File: src/rtl/ps2_pkg.sv
// Shared constants for the PS/2 receive front-end.
// PS2_BREAK_DECODE_EN widens the queued word to {extended, break, code}.
package ps2_pkg;

  localparam logic [1:0] ST_IDLE   = 2'd0;
  localparam logic [1:0] ST_DATA   = 2'd1;
  localparam logic [1:0] ST_PARITY = 2'd2;
  localparam logic [1:0] ST_STOP   = 2'd3;

  localparam logic [7:0] PS2_PREFIX_EXT   = 8'hE0;
  localparam logic [7:0] PS2_PREFIX_BREAK = 8'hF0;

  localparam int PS2_FILTER_LEN_DEF     = 4;
  localparam int PS2_TIMEOUT_CYCLES_DEF = 50000;
  localparam int PS2_FIFO_DEPTH_DEF     = 4;

`ifdef PS2_BREAK_DECODE_EN
  localparam int PS2_DATA_W = 10;
`else
  localparam int PS2_DATA_W = 8;
`endif

  typedef logic [PS2_DATA_W-1:0] ps2_word_t;

  // PS/2 uses odd parity across the eight data bits plus the parity bit.
  function automatic logic ps2_parity_ok(input logic [7:0] data, input logic par);
    return ^{data, par};
  endfunction

endpackage

File: src/rtl/ps2_sync_filter.sv
// Two-flop synchroniser, run-length glitch filter and falling-edge strobe
// for the PS/2 clock pin. Reset presets everything to the idle-high bus level.
module ps2_sync_filter #(
  parameter int FILTER_LEN = 4
) (
  input  logic clk,
  input  logic reset_n,
  input  logic raw_i,
  output logic fall_o
);

  localparam int CW = (FILTER_LEN > 1) ? $clog2(FILTER_LEN) : 1;
  localparam logic [CW-1:0] CNT_LAST = CW'(FILTER_LEN - 1);

  logic [1:0]    sync_q;
  logic          level_q, level_d;
  logic [CW-1:0] cnt_q, cnt_d;
  logic          fall_q, fall_d;

  // The filtered level only moves after FILTER_LEN consecutive disagreeing samples.
  always_comb begin
    level_d = level_q;
    cnt_d   = '0;
    fall_d  = 1'b0;
    if (sync_q[1] != level_q) begin
      if (cnt_q == CNT_LAST) begin
        level_d = sync_q[1];
        fall_d  = ~sync_q[1];
      end else begin
        cnt_d = cnt_q + CW'(1);
      end
    end
  end

  always_ff @(posedge clk or negedge reset_n) begin
    if (!reset_n) begin
      sync_q  <= 2'b11;
      level_q <= 1'b1;
      cnt_q   <= '0;
      fall_q  <= 1'b0;
    end else begin
      sync_q  <= {sync_q[0], raw_i};
      level_q <= level_d;
      cnt_q   <= cnt_d;
      fall_q  <= fall_d;
    end
  end

  assign fall_o = fall_q;

endmodule

File: src/rtl/ps2_rx_fifo.sv
// PS/2 device-to-host frame receiver with a show-ahead scancode FIFO.
// Optional PS2_BREAK_DECODE_EN folds E0/F0 prefixes into flag bits of the next code.
module ps2_rx_fifo
  import ps2_pkg::*;
#(
  parameter int FILTER_LEN     = PS2_FILTER_LEN_DEF,
  parameter int TIMEOUT_CYCLES = PS2_TIMEOUT_CYCLES_DEF,
  parameter int FIFO_DEPTH     = PS2_FIFO_DEPTH_DEF
) (
  input  logic                  clk,
  input  logic                  reset_n,
  input  logic                  ps2_clk,
  input  logic                  ps2_dat,
  input  logic                  rd_en,
  output logic                  rd_valid,
  output logic [PS2_DATA_W-1:0] rd_data,
  output logic                  overflow,
  output logic                  frame_err,
  input  logic                  clear_err
);

  localparam int AW = $clog2(FIFO_DEPTH);
  localparam int CW = AW + 1;
  localparam int TW = (TIMEOUT_CYCLES > 1) ? $clog2(TIMEOUT_CYCLES) : 1;
  localparam logic [TW-1:0] TO_LAST = TW'(TIMEOUT_CYCLES - 1);

  logic       strobe;
  logic [1:0] dat_sync_q;
  logic       dat;

  ps2_sync_filter #(
    .FILTER_LEN(FILTER_LEN)
  ) u_clk_filter (
    .clk    (clk),
    .reset_n(reset_n),
    .raw_i  (ps2_clk),
    .fall_o (strobe)
  );

  always_ff @(posedge clk or negedge reset_n) begin
    if (!reset_n) dat_sync_q <= 2'b11;
    else          dat_sync_q <= {dat_sync_q[0], ps2_dat};
  end

  assign dat = dat_sync_q[1];

  logic [1:0]  state_q, state_d;
  logic [2:0]  bit_cnt_q, bit_cnt_d;
  logic [7:0]  shift_q, shift_d;
  logic        parity_q, parity_d;
  logic [TW-1:0] to_cnt_q, to_cnt_d;
  logic        push_q, push_d;
  ps2_word_t   push_data_q, push_data_d;
  logic        timeout, frame_bad;

`ifdef PS2_BREAK_DECODE_EN
  logic ext_q, ext_d, brk_q, brk_d;
`endif

  // Frame deserialiser; the timeout only runs while a frame is in flight.
  always_comb begin
    state_d     = state_q;
    bit_cnt_d   = bit_cnt_q;
    shift_d     = shift_q;
    parity_d    = parity_q;
    push_d      = 1'b0;
    push_data_d = push_data_q;
    timeout     = 1'b0;
    frame_bad   = 1'b0;
    to_cnt_d    = '0;
`ifdef PS2_BREAK_DECODE_EN
    ext_d = ext_q;
    brk_d = brk_q;
`endif

    if (state_q != ST_IDLE && !strobe) begin
      if (to_cnt_q == TO_LAST) timeout = 1'b1;
      else                     to_cnt_d = to_cnt_q + TW'(1);
    end

    if (timeout) begin
      state_d = ST_IDLE;
    end else if (strobe) begin
      case (state_q)
        ST_IDLE: begin
          if (!dat) begin
            state_d   = ST_DATA;
            bit_cnt_d = 3'd0;
          end
        end
        ST_DATA: begin
          shift_d   = {dat, shift_q[7:1]};
          bit_cnt_d = bit_cnt_q + 3'd1;
          if (bit_cnt_q == 3'd7) state_d = ST_PARITY;
        end
        ST_PARITY: begin
          parity_d = dat;
          state_d  = ST_STOP;
        end
        default: begin
          state_d = ST_IDLE;
          if (dat && ps2_parity_ok(shift_q, parity_q)) begin
`ifdef PS2_BREAK_DECODE_EN
            if (shift_q == PS2_PREFIX_EXT) begin
              ext_d = 1'b1;
            end else if (shift_q == PS2_PREFIX_BREAK) begin
              brk_d = 1'b1;
            end else begin
              push_d      = 1'b1;
              push_data_d = {ext_q, brk_q, shift_q};
              ext_d       = 1'b0;
              brk_d       = 1'b0;
            end
`else
            push_d      = 1'b1;
            push_data_d = shift_q;
`endif
          end else begin
            frame_bad = 1'b1;
          end
        end
      endcase
    end

`ifdef PS2_BREAK_DECODE_EN
    if (timeout || frame_bad) begin
      ext_d = 1'b0;
      brk_d = 1'b0;
    end
`endif
  end

  always_ff @(posedge clk or negedge reset_n) begin
    if (!reset_n) begin
      state_q     <= ST_IDLE;
      bit_cnt_q   <= '0;
      shift_q     <= '0;
      parity_q    <= 1'b0;
      to_cnt_q    <= '0;
      push_q      <= 1'b0;
      push_data_q <= '0;
    end else begin
      state_q     <= state_d;
      bit_cnt_q   <= bit_cnt_d;
      shift_q     <= shift_d;
      parity_q    <= parity_d;
      to_cnt_q    <= to_cnt_d;
      push_q      <= push_d;
      push_data_q <= push_data_d;
    end
  end

`ifdef PS2_BREAK_DECODE_EN
  always_ff @(posedge clk or negedge reset_n) begin
    if (!reset_n) begin
      ext_q <= 1'b0;
      brk_q <= 1'b0;
    end else begin
      ext_q <= ext_d;
      brk_q <= brk_d;
    end
  end
`endif

  ps2_word_t     mem_q [FIFO_DEPTH];
  logic [AW-1:0] wr_ptr_q, rd_ptr_q;
  logic [CW-1:0] count_q, count_d;
  logic          full, do_pop, do_push, drop;
  logic          overflow_q, frame_err_q;

  // A pop frees the head slot in the same cycle, so a full FIFO can still accept a push.
  assign full    = (count_q == CW'(FIFO_DEPTH));
  assign do_pop  = rd_en && rd_valid;
  assign do_push = push_q && (!full || do_pop);
  assign drop    = push_q && full && !do_pop;

  always_comb begin
    count_d = count_q;
    if (do_push && !do_pop)      count_d = count_q + CW'(1);
    else if (do_pop && !do_push) count_d = count_q - CW'(1);
  end

  always_ff @(posedge clk or negedge reset_n) begin
    if (!reset_n) begin
      for (int i = 0; i < FIFO_DEPTH; i++) mem_q[i] <= '0;
      wr_ptr_q <= '0;
      rd_ptr_q <= '0;
      count_q  <= '0;
    end else begin
      if (do_push) begin
        mem_q[wr_ptr_q] <= push_data_q;
        wr_ptr_q        <= wr_ptr_q + AW'(1);
      end
      if (do_pop) rd_ptr_q <= rd_ptr_q + AW'(1);
      count_q <= count_d;
    end
  end

  // Sticky flags: a new error wins over a same-cycle clear.
  always_ff @(posedge clk or negedge reset_n) begin
    if (!reset_n) begin
      overflow_q  <= 1'b0;
      frame_err_q <= 1'b0;
    end else begin
      if (drop)           overflow_q <= 1'b1;
      else if (clear_err) overflow_q <= 1'b0;
      if (timeout || frame_bad) frame_err_q <= 1'b1;
      else if (clear_err)       frame_err_q <= 1'b0;
    end
  end

  assign rd_valid  = (count_q != '0);
  assign rd_data   = rd_valid ? mem_q[rd_ptr_q] : '0;
  assign overflow  = overflow_q;
  assign frame_err = frame_err_q;

endmodule

File: config.mk
export PLATFORM = sky130hd
export DESIGN_NAME = ps2_rx_fifo
export DESIGN_NICKNAME = d
export VERILOG_FILES = /design/src/rtl/ps2_pkg.sv /design/src/rtl/ps2_sync_filter.sv /design/src/rtl/ps2_rx_fifo.sv
export SDC_FILE = /design/constraint.sdc
export NUM_CORES = 1
export LEC_CHECK = 0
export ABC_CLOCK_PERIOD_IN_PS = 2800
export BUFFER_PORTS_ARGS = -buffer_cell sky130_fd_sc_hd__buf_2
export CORE_ASPECT_RATIO = 1.1
export CORE_MARGIN = 2
export CORE_UTILIZATION = 25
export DETAILED_ROUTE_END_ITERATION = 8
export GPL_TIMING_DRIVEN = 0
export PLACE_DENSITY = 0.36
export SYNTH_ARGS = -nofsm -noshare
export SYNTH_HDL_FRONTEND = slang
export SYNTH_SLANG_ARGS = --single-unit
File: constraint.sdc
create_clock -name clk -period 2.8 [get_ports clk]
set_input_delay 0.28 -clock clk [delete_from_list [all_inputs] [get_ports clk]]
set_output_delay 0.28 -clock clk [all_outputs]
set_load 0.01 [all_outputs]
== Yosys cells after proc, flatten, opt, wreduce, memory -nomap -nowiden ==
Cells that the tools add are included.

* Register bits: 88
* Input port bits: 6
* Output and inout bits: 11

* Order comparisons: 3
* $add $sub $neg: 7
* Reduce and logical (&&, ||, !) cells: 31
* Muxes and demuxes: 35
* Equal/unequal tests: 10
* Bitwise operators: 5

{| class="wikitable"
|+ Operators by type and width
! kind !! number
|-
| bitwise mux 32 bit || 1
|-
| 2-to-1 mux 16 bit || 2
|-
| 2-to-1 mux 8 bit || 4
|-
| adder 16 x 1 -> 16 bit (second input constant) || 1
|-
| binary-select mux 8 bit (select 2 bit) || 1
|-
| demux 8 bit (select 2 bit) || 1
|-
| equality test 16 bit (second input constant) || 1
|-
| 2-to-1 mux 1 bit || 15
|-
| 2-to-1 mux 2 bit || 6
|-
| nonzero test 2 bit || 6
|-
| logical AND 1 bit || 9
|-
| 2-to-1 mux 3 bit || 3
|-
| AND reduction 3 bit || 3
|-
| XOR reduction 9 bit || 1
|-
| AND reduction 4 bit || 2
|-
| adder 2 x 1 -> 2 bit (second input constant) || 3
|-
| adder 3 x 1 -> 3 bit (second input constant) || 2
|-
| equality test 3 bit (second input constant) || 2
|-
| >= comparator 3 bit (second input constant) || 2
|-
| inequality test 3 bit (second input constant) || 2
|-
| NOT 2 -> 3 bit || 2
|-
| case mux 2 bit (3 select lines) || 1
|-
| case mux 3 bit (2 select lines) || 1
|-
| equality test 2 bit (second input constant) || 2
|-
| 12 further kinds || 18
|}

== Longest topological paths before layout ==
* Word-level depth: 8
* Mapped depth: 9
* Depth with buffers taken out: 8

== Hierarchy ==
A second synthesis with hierarchy kept.

* Cell total of the unflattened synthesis: 300
* Area, all modules: 4,006.3 sq um

{| class="wikitable"
|+ Modules (own cells, without submodules)
! module !! instances !! sequential area each (sq um) !! cells each !! area an instance (sq um)
|-
| ps2_rx_fifo || 1 || 2,054.5 || 288 || 3,793.6
|-
| ps2_sync_filter || 1 || 153.9 || 12 || 212.7
|}

== Worst setup path after synthesis ==
Ideal clock, no wire load.

* Path kind: reg-to-reg
* From: register count_q[0]
* To: register count_q[1]
* Cell stages (with the launch flop): 8
* Arrival time: 1.931 ns
* Data required time: 2.675 ns
* Setup slack: 0.745 ns
* Cell sequence: dfrtp_1 nor4b_1 nor2b_1 clkbuf_1 ha_1 inv_1 fa_1 mux2_2

* Elaborated cells between the ends (all ways): 15

{| class="wikitable"
|+ RTL lines
! what !! line !! RTL
|-
| from (decl) || ps2_rx_fifo.sv:167 || <nowiki>logic [CW-1:0] count_q, count_d;</nowiki>
|-
| from (signal assigned) || ps2_rx_fifo.sv:195 || <nowiki>count_q <= count_d;</nowiki>
|-
| equality test 3 bit or nonzero test 3 bit (tied branches) || ps2_rx_fifo.sv:172, ps2_rx_fifo.sv:212 ||
|-
| logical NOT 1 bit or logical AND 1 bit (tied branches) || ps2_rx_fifo.sv:174, ps2_rx_fifo.sv:173 ||
|-
| logical OR 1 bit (*) || ps2_rx_fifo.sv:174 || <nowiki>assign do_push = push_q && (!full || do_pop);</nowiki>
|-
| logical AND 1 bit (*) || ps2_rx_fifo.sv:174 ||
|-
| via do_push || ps2_rx_fifo.sv:168 || <nowiki>logic full, do_pop, do_push, drop;</nowiki>
|-
| logical AND 1 bit (*) || ps2_rx_fifo.sv:179 || <nowiki>if (do_push && !do_pop) count_d = count_q + CW'(1);</nowiki>
|-
| 2-to-1 mux 3 bit (*) || ps2_rx_fifo.sv:179 ||
|-
| via count_d[1] || ps2_rx_fifo.sv:167 ||
|}

The timed path passes the listed nets; every way through them passes the cells marked *. The select of a mux whose other input is x is not followed.
A chain may end at the register's enable or synchronous reset.

== Worst setup path in the final report ==
Ends and elaborated chain as after synthesis.

==> results.yml <==
clock_tree:
  cts_buffers: 9
  cts_tree: "done"
  clockBufferDepth: 2
  clock_sinks: 88
  clk_pin_slew_ps: 70
  cts_root_buf: "clkbuf_16"
  clk_latency_ps: 350
  cts_setup_buffers: 0
  htreeDepth: 3
cells_and_area:
  finalNonFillerCells: 534
  final_common_cell: "dfrtp_1"
  layout.nets: 349
  multiInputGateArea_um2: 1740
  seq_area_um2: 2210
  antenna_cells: 0
  fillers: 1596
  final_cell_mix: "dfrtp_1, mux2_2, nor2_1, xnor2_1, buf_2"
  drive_gt1_frac: 0.317
  area_delta_synth_final_pct: 16.9
power_and_ir_drop:
  cellLeakagePower_nw: 2.19
  power.total_w: 0.00294
  ir_worst_vdd_mv: 0.270
  powerDensity_nw_per_um2: 624
synthesis:
  async_flop_share: 1.00
  netlist_area_um2: 4030
  ys_ff_latch: 88
  synthDistinctLibCells: 41
  yosys_warnings: 0
  synthCells: 300
  synth_fp_nets: 320
  synthFlopType: "dfrtp_1"
  seq_area_frac_synth: 0.548
  avgSynthCellArea_um2: 13.4
  synth-edff-count: 0
sta:
  maxSlewViolCount: 0
  fin_setup_tns_ps: 0
  min_period_ps: 2260
  hold_violations: 0
  fin_crit_sh: 0.807
  fin_worst_skew_ps: 7.58
  rsz0062_at_grt: "false"
  tightest_slew_ps: 677
  fmax_mhz: 443
  setup_viol: 0
  relSlewSlack: 0.549
die:
  rows: 48
  dieHeight_um: 137
  coreArea_um2: 15700
  io_pins: 17
  die-area_um2: 17200
  start_util: 0.256
  die_w_um: 125
place:
  gp_congestion: 0.716
  dp_hpwl_mm: 5.22
  dp.cells: 517
  port_buffers: 16
global_routing:
  grt_overflow_total: 0
  grt_pass1_vias: 2442
  grt_max_degree: 49
  grt_pass1_wl_mm: 13.3
  grt_antenna_before_repair: 0
  grtUsageTotal: 0.102
setup_path:
  cp.required_ps: 3030
  path_buf_inv: 2
  worstPathMaxFanout: 8
  critical_path_class: "reg2reg"
  cpPeakStageDelay_ps: 440
  cp_slowest_cell: "nor4b_1"
  path_cells: "nor4b_1 > nor2b_1 > clkbuf_1 > ha_1 > inv_1 > fa_1 > mux2_2"
  path_delay_family: "adder cells"
  crit_arrival_ps: 2490
  start_kind: "flip-flop"
  end_kind: "flip-flop"
detailed_routing:
  dr.first_iter.drc_count: 94
  remaining_drc_errors: 0
  vias: 2350
  dr.pass1.iters: 4
  wl_mm: 7.97
  post_drt_wl_per_cell_um: 14.9
  final_antenna_net_count: 0
  via_per_inst: 4.40
worst_hold_path:
  hold_path_class: "in2reg"
flow_run:
  maxCapViolations: 0
outcome:
  status: "complete, no violations"
## repair_timing
action,CTS,global route
hold buffers,1,0
gates resized for setup,0,0
endpoints found under the hold margin,8,0
## where the power goes
| part | total, W | internal, W | switching, W |
|---|---|---|---|
| Clock | 0.00125 | 0.000743 | 0.000511 |
| Combinational | 0.000316 | 0.000127 | 0.000189 |
| Sequential | 0.00137 | 0.00133 | 0.0000388 |
## per-layer routing
metal	track usage	wire, µm	vias to the layer above
li1	-	-	1116
met5	0	0	-
met2	0.170	3910	31
met4	0.0556	177	0
met3	0.0217	212	12
met1	0.125	3670	1191
## cells by family after synthesis
group                    after synthesis  synth area share
AND/OR/NAND/NOR                       80             0.108
XOR/XNOR                              26            0.0636
flip-flops                            88             0.548
adder cells (fa/ha/maj)               14            0.0453
buffers and inverters                 19            0.0202
multiplexers                          61             0.196
AO/OA/AOI/OAI                         12            0.0196
## registers in the layout, indices dropped and copies added (netlist names), 3 cells and up
name and flops:
to_cnt_q 16, bit_cnt_q 3, shift_q 8, mem_q 32, push_data_q 8, count_q 3
## worst reg2reg max path: cells and delay by family (launching register included)
kind                       cells  cell delay, ps
adders and majority gates      2             640
and+or+nand+nor                2             520
buffers and inverters          2             280
DFF                            1             430
muxes                          1             260
## area by class of cell
type,count,share of cell area
clock inverters,4,0.0112
plain buffers,6,0.00691
inverters,13,0.0104
multi-input cells,193,0.370
clock buffers,12,0.0544
repair buffers,18,0.0255
well taps,200,0.0531
flip-flops and latches,88,0.469
## cells in the mapped netlist, drive strengths merged, types with 2 or more instances
master  count  area [µm²]
o21ai       3        15.0
dfstp       5         131
xor2        5        43.8
buf         3        21.3
a21oi       2        10.0
a22o        2        17.5
nor3        7        46.3
clkbuf      3        11.3
or3         3        18.8
nand2      16        67.6
nand4       3        18.8
nor2       19        71.3
mux4        8         180
nand3       7        35.0
or4b        2        20.0
o22ai       2        12.5
and2        9        56.3
dfrtp      83        2080
nor4        4        25.0
xnor2      19         166
mux2       52         586
inv        13        48.8
ha         13         163
nor2b       3        18.8
## final timing paths
| check | startpoint | end | slack [ps] | cells past startpoint |
|---|---|---|---|---|
| setup / recovery | count_q[0]$_DFFE_PN0P_ | count_q[1]$_DFFE_PN0P_ | 540 | 7 |
| hold / removal | ps2_clk | u_clk_filter.sync_q[0]$_DFF_PN1_ | 30 | 1 |
| setup reg to reg | count_q[0]$_DFFE_PN0P_ | count_q[1]$_DFFE_PN0P_ | 540 | 7 |
| hold reg to reg | dat_sync_q[0]$_DFF_PN1_ | dat_sync_q[1]$_DFF_PN1_ | 360 | 0 |
| max in group asynchronous | reset_n | dat_sync_q[1]$_DFF_PN1_ | 1570 | 3 |
| min in group asynchronous | reset_n | mem_q[25]$_DFFE_PN0P_ | 520 | 2 |
## stage by stage
stage	util	hold slack, ps	setup slack, ps	area (µm²)
2_1_floorplan	-	-15.6	745	4030
3_3_place_gp	0.277	348	469	4360
3_5_place_dp	0.279	348	512	4390
4_1_cts	0.299	13.9	505	4710
5_1_grt	0.299	15.1	291	4710
6_report	0.299	27.4	541	4710
Note: power is estimated with default switching activity, not from simulation.
